==> config.mk <==
export PLATFORM = sky130hd
export DESIGN_NAME = eth_mode_seq
export DESIGN_NICKNAME = d
export VERILOG_FILES = /design/src/rtl/eth_mode_seq.sv
export SDC_FILE = /design/constraint.sdc
export NUM_CORES = 1
export LEC_CHECK = 0
export BUFFER_PORTS_ARGS = -buffer_cell sky130_fd_sc_hd__buf_2
export CAP_MARGIN = 10
export CELL_PAD_IN_SITES_DETAIL_PLACEMENT = 2
export CELL_PAD_IN_SITES_GLOBAL_PLACEMENT = 2
export CORE_MARGIN = 1
export CORE_UTILIZATION = 40
export DETAILED_ROUTE_END_ITERATION = 16
export PLACE_DENSITY_LB_ADDON = 0.15
export SYNTH_ARGS = -nofsm -noshare
export SYNTH_HDL_FRONTEND = slang
export SYNTH_SLANG_ARGS = --single-unit
==> constraint.sdc <==
create_clock -name clk_i -period 5.4 [get_ports clk_i]
set_clock_uncertainty 0.05 [all_clocks]
set_input_delay 1.08 -clock clk_i [delete_from_list [all_inputs] [get_ports clk_i]]
set_output_delay 1.08 -clock clk_i [all_outputs]
set_load 0.01 [all_outputs]
==> src/rtl/eth_mode_seq.sv <==
// eth_mode_seq: bus-clock sequencer for the Ethernet core mode word.
// It runs the TX (txrdy/txdone) and RX (rxrdy/rxdone) four-phase handshakes.
// It synchronizes the core status vector and emits one-cycle completion
// events, each carrying the captured error flags.
// Host mode changes are held back until both handshakes are quiescent.
module eth_mode_seq #(
    parameter int              TMO_W   = 20,
    parameter logic [TMO_W-1:0] TMO_MAX = 20'd1000000
) (
    input  logic        clk_i,
    input  logic        rst_i,
    input  logic        cfg_wr_i,
    input  logic [6:0]  cfg_i,
    input  logic        rx_on_i,
    input  logic        tx_req_i,
    input  logic [10:0] tx_len_i,
    input  logic        rx_ack_i,
    input  logic [7:0]  sts_i,
    output logic [9:0]  ethmode_o,
    output logic [10:0] txcntb_o,
    output logic        tx_busy_o,
    output logic        cfg_busy_o,
    output logic        tx_evt_o,
    output logic        rx_evt_o,
    output logic [4:0]  err_o
);

    typedef enum logic [1:0] {T_IDLE, T_SET, T_WAIT, T_REL} tx_st_t;
    typedef enum logic [1:0] {R_OFF, R_ARM, R_HOLD, R_DONE} rx_st_t;

    // Last count value inside a handshake phase; reaching it means timeout.
    localparam logic [TMO_W-1:0] TMO_LAST = TMO_MAX - 1'b1;

    // Status bit positions inside the synchronized vector.
    localparam int S_RXRDY  = 6;
    localparam int S_TXDONE = 5;
    localparam int S_CRSERR = 4;
    localparam int S_TXERR  = 2;
    localparam int S_RXERR  = 1;
    localparam int S_CRCERR = 0;

    logic [7:0]       sts_m_q, sts_s_q;
    tx_st_t           tx_st_q, tx_st_d;
    rx_st_t           rx_st_q, rx_st_d;
    logic [TMO_W-1:0] tx_cnt_q, tx_cnt_d;
    logic [TMO_W-1:0] rx_cnt_q, rx_cnt_d;
    logic [10:0]      txcntb_q, txcntb_d;
    logic             txrdy_q, txrdy_d;
    logic             rxdone_q, rxdone_d;
    logic             rx_ena_q, rx_ena_d;
    logic [6:0]       mode_q, mode_d;
    logic [6:0]       pend_val_q, pend_val_d;
    logic             pend_q, pend_d;
    logic [4:0]       tx_cap_q, tx_cap_d;
    logic             tx_evt_q, tx_evt_d;
    logic             rx_evt_q, rx_evt_d;
    logic [4:0]       err_q, err_d;

    logic [7:0]       s;
    logic             apply;
    logic [4:0]       tx_err_v, rx_err_v;
    logic             sts_unused;

    assign s          = sts_s_q;
    // crs and mdc_err are synchronized with the rest but drive no decision.
    assign sts_unused = &{1'b0, s[7], s[3]};

    // Two-flop synchronizer for the asynchronous core status vector.
    always_ff @(posedge clk_i or negedge rst_i) begin
        if (!rst_i) begin
            sts_m_q <= '0;
            sts_s_q <= '0;
        end else begin
            sts_m_q <= sts_i;
            sts_s_q <= sts_m_q;
        end
    end

    // Next-state logic: mode apply, TX FSM, RX FSM, and event/error merge.
    always_comb begin
        tx_st_d    = tx_st_q;
        rx_st_d    = rx_st_q;
        tx_cnt_d   = tx_cnt_q;
        rx_cnt_d   = rx_cnt_q;
        txcntb_d   = txcntb_q;
        txrdy_d    = txrdy_q;
        rxdone_d   = rxdone_q;
        mode_d     = mode_q;
        pend_val_d = pend_val_q;
        pend_d     = pend_q;
        tx_cap_d   = tx_cap_q;
        tx_evt_d   = 1'b0;
        rx_evt_d   = 1'b0;
        tx_err_v   = '0;
        rx_err_v   = '0;

        // Apply only when neither handshake is in flight.
        apply = pend_q && (tx_st_q == T_IDLE) &&
                ((rx_st_q == R_OFF) || (rx_st_q == R_ARM));
        if (apply) begin
            mode_d = pend_val_q;
            pend_d = 1'b0;
        end
        // A write arriving with an apply keeps the newer value pending.
        if (cfg_wr_i) begin
            pend_d     = 1'b1;
            pend_val_d = cfg_i;
        end

        unique case (tx_st_q)
            T_IDLE: begin
                if (tx_req_i) begin
                    txcntb_d = tx_len_i;
                    tx_st_d  = T_SET;
                end
            end
            T_SET: begin
                txrdy_d  = 1'b1;
                tx_cnt_d = '0;
                tx_cap_d = '0;
                tx_st_d  = T_WAIT;
            end
            T_WAIT: begin
                if (s[S_TXDONE]) begin
                    tx_cap_d = {1'b0, s[S_CRSERR], s[S_TXERR], 2'b00};
                    txrdy_d  = 1'b0;
                    tx_cnt_d = '0;
                    tx_st_d  = T_REL;
                end else if (tx_cnt_q == TMO_LAST) begin
                    tx_cap_d = 5'b10000;
                    txrdy_d  = 1'b0;
                    tx_cnt_d = '0;
                    tx_st_d  = T_REL;
                end else begin
                    tx_cnt_d = tx_cnt_q + 1'b1;
                end
            end
            T_REL: begin
                if (!s[S_TXDONE] || (tx_cnt_q == TMO_LAST)) begin
                    tx_evt_d = 1'b1;
                    tx_err_v = tx_cap_q | {s[S_TXDONE], 4'b0000};
                    tx_st_d  = T_IDLE;
                end else begin
                    tx_cnt_d = tx_cnt_q + 1'b1;
                end
            end
            default: tx_st_d = T_IDLE;
        endcase

        unique case (rx_st_q)
            R_OFF: begin
                if (rx_on_i) rx_st_d = R_ARM;
            end
            R_ARM: begin
                if (!rx_on_i) begin
                    rx_st_d = R_OFF;
                end else if (s[S_RXRDY]) begin
                    rx_evt_d = 1'b1;
                    rx_err_v = {3'b000, s[S_RXERR], s[S_CRCERR]};
                    rx_st_d  = R_HOLD;
                end
            end
            R_HOLD: begin
                // rx_on_i is not looked at here; the frame must be acked first.
                if (rx_ack_i) begin
                    rxdone_d = 1'b1;
                    rx_cnt_d = '0;
                    rx_st_d  = R_DONE;
                end
            end
            R_DONE: begin
                if (!s[S_RXRDY]) begin
                    rxdone_d = 1'b0;
                    rx_st_d  = rx_on_i ? R_ARM : R_OFF;
                end else if (rx_cnt_q == TMO_LAST) begin
                    rxdone_d = 1'b0;
                    rx_evt_d = 1'b1;
                    rx_err_v = 5'b10000;
                    rx_st_d  = R_OFF;
                end else begin
                    rx_cnt_d = rx_cnt_q + 1'b1;
                end
            end
            default: rx_st_d = R_OFF;
        endcase

        rx_ena_d = (rx_st_d != R_OFF);
        err_d    = tx_err_v | rx_err_v;
    end

    // State and output registers.
    always_ff @(posedge clk_i or negedge rst_i) begin
        if (!rst_i) begin
            tx_st_q    <= T_IDLE;
            rx_st_q    <= R_OFF;
            tx_cnt_q   <= '0;
            rx_cnt_q   <= '0;
            txcntb_q   <= '0;
            txrdy_q    <= 1'b0;
            rxdone_q   <= 1'b0;
            rx_ena_q   <= 1'b0;
            mode_q     <= '0;
            pend_val_q <= '0;
            pend_q     <= 1'b0;
            tx_cap_q   <= '0;
            tx_evt_q   <= 1'b0;
            rx_evt_q   <= 1'b0;
            err_q      <= '0;
        end else begin
            tx_st_q    <= tx_st_d;
            rx_st_q    <= rx_st_d;
            tx_cnt_q   <= tx_cnt_d;
            rx_cnt_q   <= rx_cnt_d;
            txcntb_q   <= txcntb_d;
            txrdy_q    <= txrdy_d;
            rxdone_q   <= rxdone_d;
            rx_ena_q   <= rx_ena_d;
            mode_q     <= mode_d;
            pend_val_q <= pend_val_d;
            pend_q     <= pend_d;
            tx_cap_q   <= tx_cap_d;
            tx_evt_q   <= tx_evt_d;
            rx_evt_q   <= rx_evt_d;
            err_q      <= err_d;
        end
    end

    // mode_q holds {promis, mcast, skipb, setup, eloop, ieloop, iloop}.
    assign ethmode_o  = {mode_q[6], mode_q[5], rxdone_q, txrdy_q,
                         mode_q[4], mode_q[3], mode_q[2], mode_q[1],
                         mode_q[0], rx_ena_q};
    assign txcntb_o   = txcntb_q;
    assign tx_busy_o  = (tx_st_q != T_IDLE);
    assign cfg_busy_o = pend_q;
    assign tx_evt_o   = tx_evt_q;
    assign rx_evt_o   = rx_evt_q;
    assign err_o      = err_q;

endmodule

==> summary.txt, run 1 <==
# IOs = 62
Clock sinks = 95
Worst-margin pin slew = 1.12 ns
Status = complete, no violations
Combinational share of power = 0.296
Post-route ant nets = 0
Fin crit period = 2.92 ns
Required time of the critical path = 5.56 ns
Maximum fanout along the worst path = 15
Final Setup Violations = 0
Max VDD drop = 241 µV
Fmax = 342 MHz
Nets = 484
Remaining Overflow, GRT = 0
# port buffers = 59
FF+latch count, synth = 95
Mapped cell area = 4330 µm²
CTS tree = yes
Post-synthesis async set-or-reset flop share = 1.00
WL final = 10600 µm
Reg power frac = 0.452
Vias = 3243
Worst min-delay path class = flip-flop to flip-flop
Top FF cell, synth = dfrtp_1
Sw power = 0.762 mW
Period utilisation layout = 0.541
Post-Syn Instances = 391
Cts repair resizes = 0
Post-DP HPWL = 7680 µm
Routed len/inst = 18.1 µm
Largest net degree at the start of global routing = 53
Clock power share = 0.252
Sequential-to-total area share from yosys stat = 0.549
1st-pass router iterations = 4
DRC Markers = 0
# diodes = 0
Pwr Density = 439 nW/µm²
Clock buffer depth = 2
Grt met2 use = 0.365
Final Worst Setup Slack = 2.48 ns
Die Width = 106 µm
Unrepaired setup endpoints after global routing = false
M3 GR Usage = 0.0484
Avg Cell Area, Syn = 11.1 µm²
Initial Util = 0.416
Synth Warn # = 0
Syn_nets = 430
Critical path launch point type = flip-flop
Setup tns final = 0 ns
Setup Buffers After CTS = 0
Num CTS Buffers = 9
First-pass GRT wire length = 17900 µm
# hold bufs at CTS = 0
Die Height = 106 µm
Most frequent cells in the layout = dfrtp_1 (95), buf_2 (58), nor2_1 (32)
RePlAce Congestion = 0.759
DP Worst Slack = 2.21 ns
Max-cap viol count = 0
Max Slew Vio Count = 0
Initial antenna violation count = 0
Synth-to-Final Area Change = 14.1%
Crit path DAT = 3.08 ns
Die area = 11300 µm²
Met1 Track Usage GR = 0.245
Total Routing Usage GR = 0.205
Iter 0 DRT Violations = 89
Hold Violations, Final = 0
Synth cell types = 61
# rows = 37
Clock Tree Root = clkbuf_8
H-tree depth = 3
Post-synth EDFFs = 0
Crit Path Category = flip-flop to flip-flop
Share of layout cells above drive strength 1 = 0.269
Most common cell after layout, fill and taps aside = dfrtp_1
Worst-skew pair later-pin latency = 0.37 ns
Pleak = 2.22 nW
Clock transition at path regs = 0.09 ns
Crit end category = flip-flop
Avg Vias per Cell = 5.53
Internal = 1.41 mW
Number of global-route vias before repair = 3662
Max transition margin = 0.250
Top Usage Layer GRT = met2
Placeable Area = 10400 µm²
Switching part of the total = 0.351
## cell type report
| type | count | area, µm² |
|---|---|---|
| fillers | 1101 | 5470 |
| flip-flops and latches | 95 | 2380 |
| multi-input cells | 259 | 1770 |
| repair buffers | 61 | 317 |
| well taps | 136 | 170 |
| clock buffers | 10 | 138 |
| clock inverters | 6 | 95.1 |
| inverters | 19 | 71.3 |
## cell usage after synthesis (all sizes together), types with 3 or more instances
master,count,area share
ha,7,0.020
and3,9,0.013
nor3,7,0.0081
and4,4,0.0084
or4,4,0.0078
dfrtp,95,0.55
nor2,32,0.028
o22ai,3,0.0043
buf,9,0.017
xor2,17,0.034
o21ai,15,0.020
or3,8,0.014
nand4,15,0.022
mux2i,4,0.0092
and2,5,0.0072
clkbuf,9,0.0081
xnor2,3,0.0061
nand4b,3,0.0061
o31ai,6,0.010
a21oi,18,0.022
nand3,20,0.023
nand2,21,0.018
mux2,26,0.068
inv,19,0.016
## through the flow
stage               instance area [µm²]  hold slack (ns)  instances  utilization  power, mW
floorplan                          4330            0.281        391            -       1.41
global placement                   4700            0.285        569        0.451       1.60
detailed placement                 4700            0.291        569        0.451       1.65
CTS                                4930            0.302        585        0.473       2.20
global route                       4940            0.305        586        0.474       2.30
finish                             4940            0.303        586        0.474       2.17
## per-layer routing
layer  up-vias  wire, µm
met5         -         0
met4         0       116
met3        10       466
met2        57      5380
met1      1687      4660
li1       1489         -
## sequential cells by signal, indices dropped and copies added, names as in the netlist
signal      cells
tx_st_q         2
mode_q          7
cfg_busy_o      1
s               6
rx_evt_o        1
pend_val_q      7
tx_cap_q        3
txcntb_o       11
sts_m_q         6
tx_cnt_q       20
rx_ena_q        1
rx_st_q         2
txrdy_q         1
rxdone_q        1
tx_evt_o        1
rx_cnt_q       20
err_o           5
## power groups by stage
stage	Sequential (mW)	Combinational (mW)	Clock, mW
after floorplan	0.988	0.417	0
after CTS	0.982	0.656	0.562
after global placement	0.980	0.616	0
final	0.980	0.643	0.546
after global routing	1.00	0.712	0.588
after detailed placement	0.994	0.654	0
## cell families (layout without fill, tap and decap cells)
| logic type | Yosys count | after routing | share of synthesized area |
|---|---|---|---|
| adder cells (fa/ha/maj) | 7 | 7 | 0.0202 |
| flip-flops | 95 | 95 | 0.549 |
| AO/OA/AOI/OAI | 61 | 61 | 0.0941 |
| buffers and inverters | 37 | 96 | 0.0419 |
| XOR/XNOR | 20 | 20 | 0.0404 |
| AND/OR/NAND/NOR | 141 | 141 | 0.178 |
| multiplexers | 30 | 30 | 0.0768 |
## worst paths after layout
check                       startpoint           to  slack [ns]  cells after the start
hold / removal              sts_m_q[4]         s[4]        0.30                      0
min in group asynchronous        rst_i  rx_cnt_q[4]        0.64                      1
setup / recovery           tx_cnt_q[0]  tx_cnt_q[2]        2.48                      6
setup reg to reg           tx_cnt_q[0]  tx_cnt_q[2]        2.48                      6
max in group asynchronous        rst_i   tx_st_q[0]        3.56                      2
hold reg to reg             sts_m_q[4]         s[4]        0.30                      0
## critical path, cell delays in order, from the launching register on
cell and delay (ns):
dfrtp_1 0.40, ha_1 0.21, and3_1 0.20, and3_1 0.44, a41oi_1 0.38, nor2_1 0.95, nor3_1 0.14
No activity file was read; power rests on OpenSTA's default activity.
==> inputs of run 2 (changes only) <==
--- a/config.mk
+++ b/config.mk
@@ -10,7 +10,7 @@
 export CELL_PAD_IN_SITES_DETAIL_PLACEMENT = 2
 export CELL_PAD_IN_SITES_GLOBAL_PLACEMENT = 2
 export CORE_MARGIN = 1
-export CORE_UTILIZATION = 40
+export CORE_UTILIZATION = 37
 export DETAILED_ROUTE_END_ITERATION = 16
 export PLACE_DENSITY_LB_ADDON = 0.15
 export SYNTH_ARGS = -nofsm -noshare
==> constraint.sdc (replaced) <==
create_clock -name clk_i -period 2.7 [get_ports clk_i]
set_clock_uncertainty 0.05 [all_clocks]
set_input_delay 0.54 -clock clk_i [delete_from_list [all_inputs] [get_ports clk_i]]
set_output_delay 0.54 -clock clk_i [all_outputs]
set_load 0.01 [all_outputs]
==> summary.txt, run 2 (synthesized netlist as in run 1, its figures left out) <==
Cts repair resizes = 0 (unchanged)
# hold bufs at CTS = 0 (unchanged)
Tot Pwr = 4.68 mW (+120%)
Vias = 3246 (+0.093%)
Iter 0 DRT Violations = 117 (+31%)
Clock buffer depth = 2 (unchanged)
CP Depth = 5 (-1)
Critical Path Start = tx_cnt_q[15]
End-of-flow core utilization = 0.448 (-0.0269)
Largest net degree at the start of global routing = 57 (+7.5%)
Final Instance Count excl. Fillers = 602 (+2.7%)
Period utilisation layout = 0.870 (+0.329)
Worst min-delay path class = input port to async pin
First-pass GRT wire length = 18500 µm (+2.8%)
# diodes = 0 (unchanged)
CP Cell Sequence = nor4b_1 -> and2_1 -> and3_1 -> o22a_1 -> mux2_2
Die Height = 110 µm (+3.9%)
Initial antenna violation count = 0 (unchanged)
Total Routing Usage GR = 0.204 (-0.00161)
M3 GR Usage = 0.0435 (-0.00493)
Num CTS Buffers = 9 (unchanged)
Die area = 12100 µm² (+7.9%)
Met1 Track Usage GR = 0.252 (+0.00657)
Synth-to-Final Area Change = 18.0%
Nets = 493 (+1.9%)
Pleak = 2.30 nW (+3.7%)
1st-pass router iterations = 4 (unchanged)
RePlAce Congestion = 0.744 (-2.0%)
Critical path launch point type = flip-flop
Crit Path Category = flip-flop to flip-flop
Crit end category = flip-flop
Fin crit period = 2.35 ns (-0.571 ns)
Worst-margin pin slew = 0.649 ns (-0.471 ns)
DRC Markers = 0 (unchanged)
Initial Util = 0.379 (-0.0365)
Fill count = 1218 (+11%)
Worst-skew pair later-pin latency = 0.35 ns (-0.02 ns)
Placeable Area = 11400 µm² (+9.6%)
Pwr Density = 916 nW/µm² (+110%)
Setup crit end = tx_st_q[1]
Worst R2R Start = tx_cnt_q[15]
Max Slew Vio Count = 0 (unchanged)
Clock sinks = 95 (unchanged)
Post-DP HPWL = 7810 µm (+1.6%)
# port buffers = 59 (unchanged)
Die Width = 110 µm (+3.9%)
Max transition margin = 0.565 (+0.315)
H-tree depth = 3 (unchanged)
Maximum fanout along the worst path = 7 (-8)
Worst Path Buf+Inv = 0 (unchanged)
R2R setup slack = 0.35 ns (-2.13 ns)
Reg2Reg Depth = 5 (-1)
Crit path DAT = 2.53 ns (-0.55 ns)
CTS tree = yes
WL final = 11200 µm (+5.6%)
Top Usage Layer GRT = met2
Largest stage delay, worst path = 0.53 ns (-0.42 ns)
Setup tns final = 0 ns (unchanged)
Hold_ws = 0.00917 ns (-0.294 ns)
Fmax = 426 MHz (+24%)
Slowest CP cell = nor4b_1
Final Setup Violations = 0 (unchanged)
Hold Violations, Final = 0 (unchanged)
Dpl cells = 586 (+3.0%)
# rows = 39 (+5.4%)
Routed len/inst = 18.6 µm (+2.8%)
Avg Vias per Cell = 5.39 (-2.6%)
Required time of the critical path = 2.88 ns (-2.68 ns)
Unrepaired setup endpoints after global routing = false
Setup Buffers After CTS = 0 (unchanged)
Crit Reg-Reg Endpoint = tx_st_q[1]
Clock transition at path regs = 0.07 ns (-0.02 ns)
Remaining Overflow, GRT = 0 (unchanged)
Status = complete, no violations
Most common cell after layout, fill and taps aside = dfrtp_1
Post-route ant nets = 0 (unchanged)
Clock Tree Root = clkbuf_16
Grt met2 use = 0.347 (-0.0173)
Max-cap viol count = 0 (unchanged)
Max VDD drop = 526 µV (+120%)
Number of global-route vias before repair = 3561 (-2.8%)
# IOs = 62 (unchanged)
Crit path max-delay family = simple AND/OR/NAND/NOR gates
Share of layout cells above drive strength 1 = 0.283 (+0.0143)
Most frequent cells in the layout = dfrtp_1 (95), buf_2 (58), nor2_1 (32)
## run 2: cell types whose count changed in the layout (fill, tap and decap cells not counted), sizes merged
cell	delta
bufinv	-1
clkinvlp	+1
clkinv	+2
buf	+9
clkbuf	+1
inv	-3
## run 2: routing by layer
| layer | routed length, µm | vias to the layer above |
|---|---|---|
| li1 | - | 1511 |
| met1 | 4940 | 1669 |
| met2 | 5670 | 56 |
| met3 | 442 | 10 |
| met4 | 152 | 0 |
| met5 | 0 | - |
## run 2: worst reg2reg max path, cell delays in order, from the launching register on
cell and delay [ns]:
dfrtp_1 0.43, nor4b_1 0.53, and2_1 0.25, and3_1 0.35
o22a_1 0.26, mux2_2 0.36
## run 2: layout make-up
cell class                 count  area [µm²]  share of cell area
sequential                    95        2380               0.465
multi-input combinational    259        1770               0.347
timing repair buffer          70         393              0.0769
clock buffer                  11         253              0.0494
tap                          143         179              0.0350
inverter                      19        71.3              0.0140
clock inverter                 5        63.8              0.0125
## run 2: where the power goes
group / leakage, nW / switching [mW] / total [mW] / internal, mW
combinational: 0.935 / 0.777 / 1.36 / 0.582
sequential: 1.21 / 0.245 / 1.96 / 1.72
clock: 0.152 / 0.583 / 1.36 / 0.776
## run 2: stage by stage
stage | cell area (µm²) | setup slack [ns]
6_report | 5110 | 0.350
5_1_grt | 5110 | 0.207
2_1_floorplan | 4330 | 0.633
4_1_cts | 5110 | 0.327
3_3_place_gp | 4790 | 0.414
3_5_place_dp | 4790 | 0.363
## run 2: worst min path at each step
stage | startpoint | slack [ns] | cells past startpoint | endpoint
2_1_floorplan | rst_i | 0.19 | 0 | cfg_busy_o
3_3_place_gp | sts_m_q[2] | 0.28 | 0 | s[2]
3_5_place_dp | sts_m_q[1] | 0.29 | 0 | s[1]
4_1_cts | rst_i | 0.01 | 1 | err_o[1]
5_1_grt | rst_i | 0.02 | 1 | rx_cnt_q[0]
6_report | rst_i | 0.009 | 1 | pend_val_q[1]
==> inputs of run 3 (changes only) <==
--- a/config.mk
+++ b/config.mk
@@ -10,7 +10,8 @@
 export CELL_PAD_IN_SITES_DETAIL_PLACEMENT = 2
 export CELL_PAD_IN_SITES_GLOBAL_PLACEMENT = 2
 export CORE_MARGIN = 1
-export CORE_UTILIZATION = 37
+export CORE_UTILIZATION = 40
+export CTS_BUF_LIST = sky130_fd_sc_hd__clkbuf_16
 export DETAILED_ROUTE_END_ITERATION = 16
 export PLACE_DENSITY_LB_ADDON = 0.15
 export SYNTH_ARGS = -nofsm -noshare
==> constraint.sdc (replaced) <==
create_clock -name clk_i -period 3.05 [get_ports clk_i]
set_clock_uncertainty 0.05 [all_clocks]
set_input_delay 0.61 -clock clk_i [delete_from_list [all_inputs] [get_ports clk_i]]
set_output_delay 0.61 -clock clk_i [all_outputs]
set_load 0.01 [all_outputs]
==> summary.txt, run 3 (synthesized netlist as in run 1, its figures left out) <==
Unrepaired setup endpoints after global routing = false
Worst-margin pin slew = 1.08 ns (+0.427 ns)
Crit path DAT = 2.62 ns (+0.09 ns)
Max transition margin = 0.280 (-0.286)
# IOs = 62 (unchanged)
Worst-skew pair later-pin latency = 0.36 ns (about the same)
H-tree depth = 3 (unchanged)
CTS tree = yes
Vias = 3221 (-0.77%)
# hold bufs at CTS = 0 (unchanged)
Final Worst Setup Slack = 0.571 ns (+0.220 ns)
Crit end category = flip-flop
Fmax = 403 MHz (-5.2%)
Total Routing Usage GR = 0.209 (+0.00518)
First-pass GRT wire length = 17900 µm (-3.0%)
Crit Path Category = flip-flop to flip-flop
Initial Util = 0.416 (+0.0365)
# port buffers = 59 (unchanged)
Max VDD drop = 576 µV (+9.6%)
Iter 0 DRT Violations = 108 (-7.7%)
Tot Pwr = 3.99 mW (-15%)
Slowest CP cell = nor2_1
Placeable Area = 10400 µm² (-8.8%)
Final Setup Violations = 0 (unchanged)
Initial antenna violation count = 0 (unchanged)
DRC Markers = 0 (unchanged)
Post-route ant nets = 0 (unchanged)
Fin crit period = 2.48 ns (+0.130 ns)
Most common cell after layout, fill and taps aside = dfrtp_1
# diodes = 0 (unchanged)
Hold Violations, Final = 0 (unchanged)
Die area = 11300 µm² (-7.4%)
Pwr Density = 793 nW/µm² (-13%)
Largest stage delay, worst path = 0.84 ns (+0.31 ns)
Die Width = 106 µm (-3.8%)
Largest net degree at the start of global routing = 70 (+23%)
Num CTS Buffers = 9 (unchanged)
WL final = 10800 µm (-3.9%)
Die Height = 106 µm (-3.8%)
Avg Vias per Cell = 5.45 (+1.1%)
Setup Buffers After CTS = 0 (unchanged)
Setup tns final = 0 ns (unchanged)
Synth-to-Final Area Change = 16.2%
Share of layout cells above drive strength 1 = 0.275 (-0.00850)
Number of global-route vias before repair = 3602 (+1.2%)
Pleak = 2.27 nW (-1.5%)
Final Instance Count excl. Fillers = 591 (-1.8%)
# rows = 37 (-5.1%)
Required time of the critical path = 3.19 ns (+0.31 ns)
Period utilisation layout = 0.813 (-0.0574)
Remaining Overflow, GRT = 0 (unchanged)
End-of-flow core utilization = 0.483 (+0.0357)
Worst min-delay path class = input port to async pin
Routed len/inst = 18.2 µm (-2.1%)
Most frequent CP cell = nor2_1
Most frequent cells in the layout = dfrtp_1 (95), buf_2 (58), nor2_1 (32)
Post-DP HPWL = 7580 µm (-3.0%)
RePlAce Congestion = 0.778 (+4.6%)
Clock transition at path regs = 0.07 ns (about the same)
1st-pass router iterations = 4 (unchanged)
Critical path launch point type = flip-flop
Cts repair resizes = 0 (unchanged)
DP Worst Slack = 0.562 ns (+0.198 ns)
Dpl cells = 575 (-1.9%)
Clock sinks = 95 (unchanged)
Max-cap viol count = 0 (unchanged)
Maximum fanout along the worst path = 15 (+8)
CP Cell Sequence = nor4bb_1 -> and3_1 -> a41oi_1 -> nor2_1 -> nor2_1
Max Slew Vio Count = 0 (unchanged)
Nets = 489 (-0.81%)
Status = complete, no violations
Clock Tree Root = clkbuf_16
Clock buffer depth = 2 (unchanged)
[run 3: worst paths after layout]
| kind | start | end | slack [ns] | cells past startpoint |
|---|---|---|---|---|
| hold / removal | rst_i | rx_cnt_q[3] | 0.12 | 1 |
| setup reg to reg | tx_cnt_q[7] | tx_cnt_q[9] | 0.57 | 5 |
| hold reg to reg | sts_m_q[0] | s[0] | 0.30 | 0 |
| max in group asynchronous | rst_i | txcntb_o[3] | 2.14 | 2 |
| min in group clk_i | sts_m_q[0] | s[0] | 0.30 | 0 |
| setup / recovery | tx_cnt_q[7] | tx_cnt_q[9] | 0.57 | 5 |
[run 3: per-stage QoR]
step                hold slack, ns  area (µm²)
detailed placement           0.290        4760
CTS                          0.127        5030
global placement             0.284        4760
global route                 0.145        5030
floorplan                    0.264        4330
finish                       0.120        5030
[run 3: final cells by class]
| type | instances | area, µm² |
|---|---|---|
| flip-flops and latches | 95 | 2380 |
| repair buffers | 66 | 363 |
| inverters | 19 | 71.3 |
| well taps | 136 | 170 |
| clock inverters | 7 | 53.8 |
| multi-input cells | 259 | 1770 |
| fillers | 1101 | 5380 |
| clock buffers | 9 | 225 |
[run 3: layer usage]
| metal | vias up | routed length (µm) | GRT usage |
|---|---|---|---|
| met2 | 55 | 5510 | 0.359 |
| met1 | 1651 | 4680 | 0.248 |
| met5 | - | 0 | 0 |
| met3 | 14 | 440 | 0.0650 |
| met4 | 0 | 147 | 0.0685 |
| li1 | 1501 | - | - |
[run 3: critical path, delay by kind of cell (launching register included)]
| family | cells | cell delay, ns |
|---|---|---|
| AO/OA/AOI/OAI | 1 | 0.15 |
| flip-flops | 1 | 0.44 |
| AND/OR/NAND/NOR | 4 | 1.68 |
[run 3: where the power goes]
part / internal (mW) / switching [mW]
Sequential: 1.52 / 0.222
Clock: 0.563 / 0.523
Combinational: 0.494 / 0.667
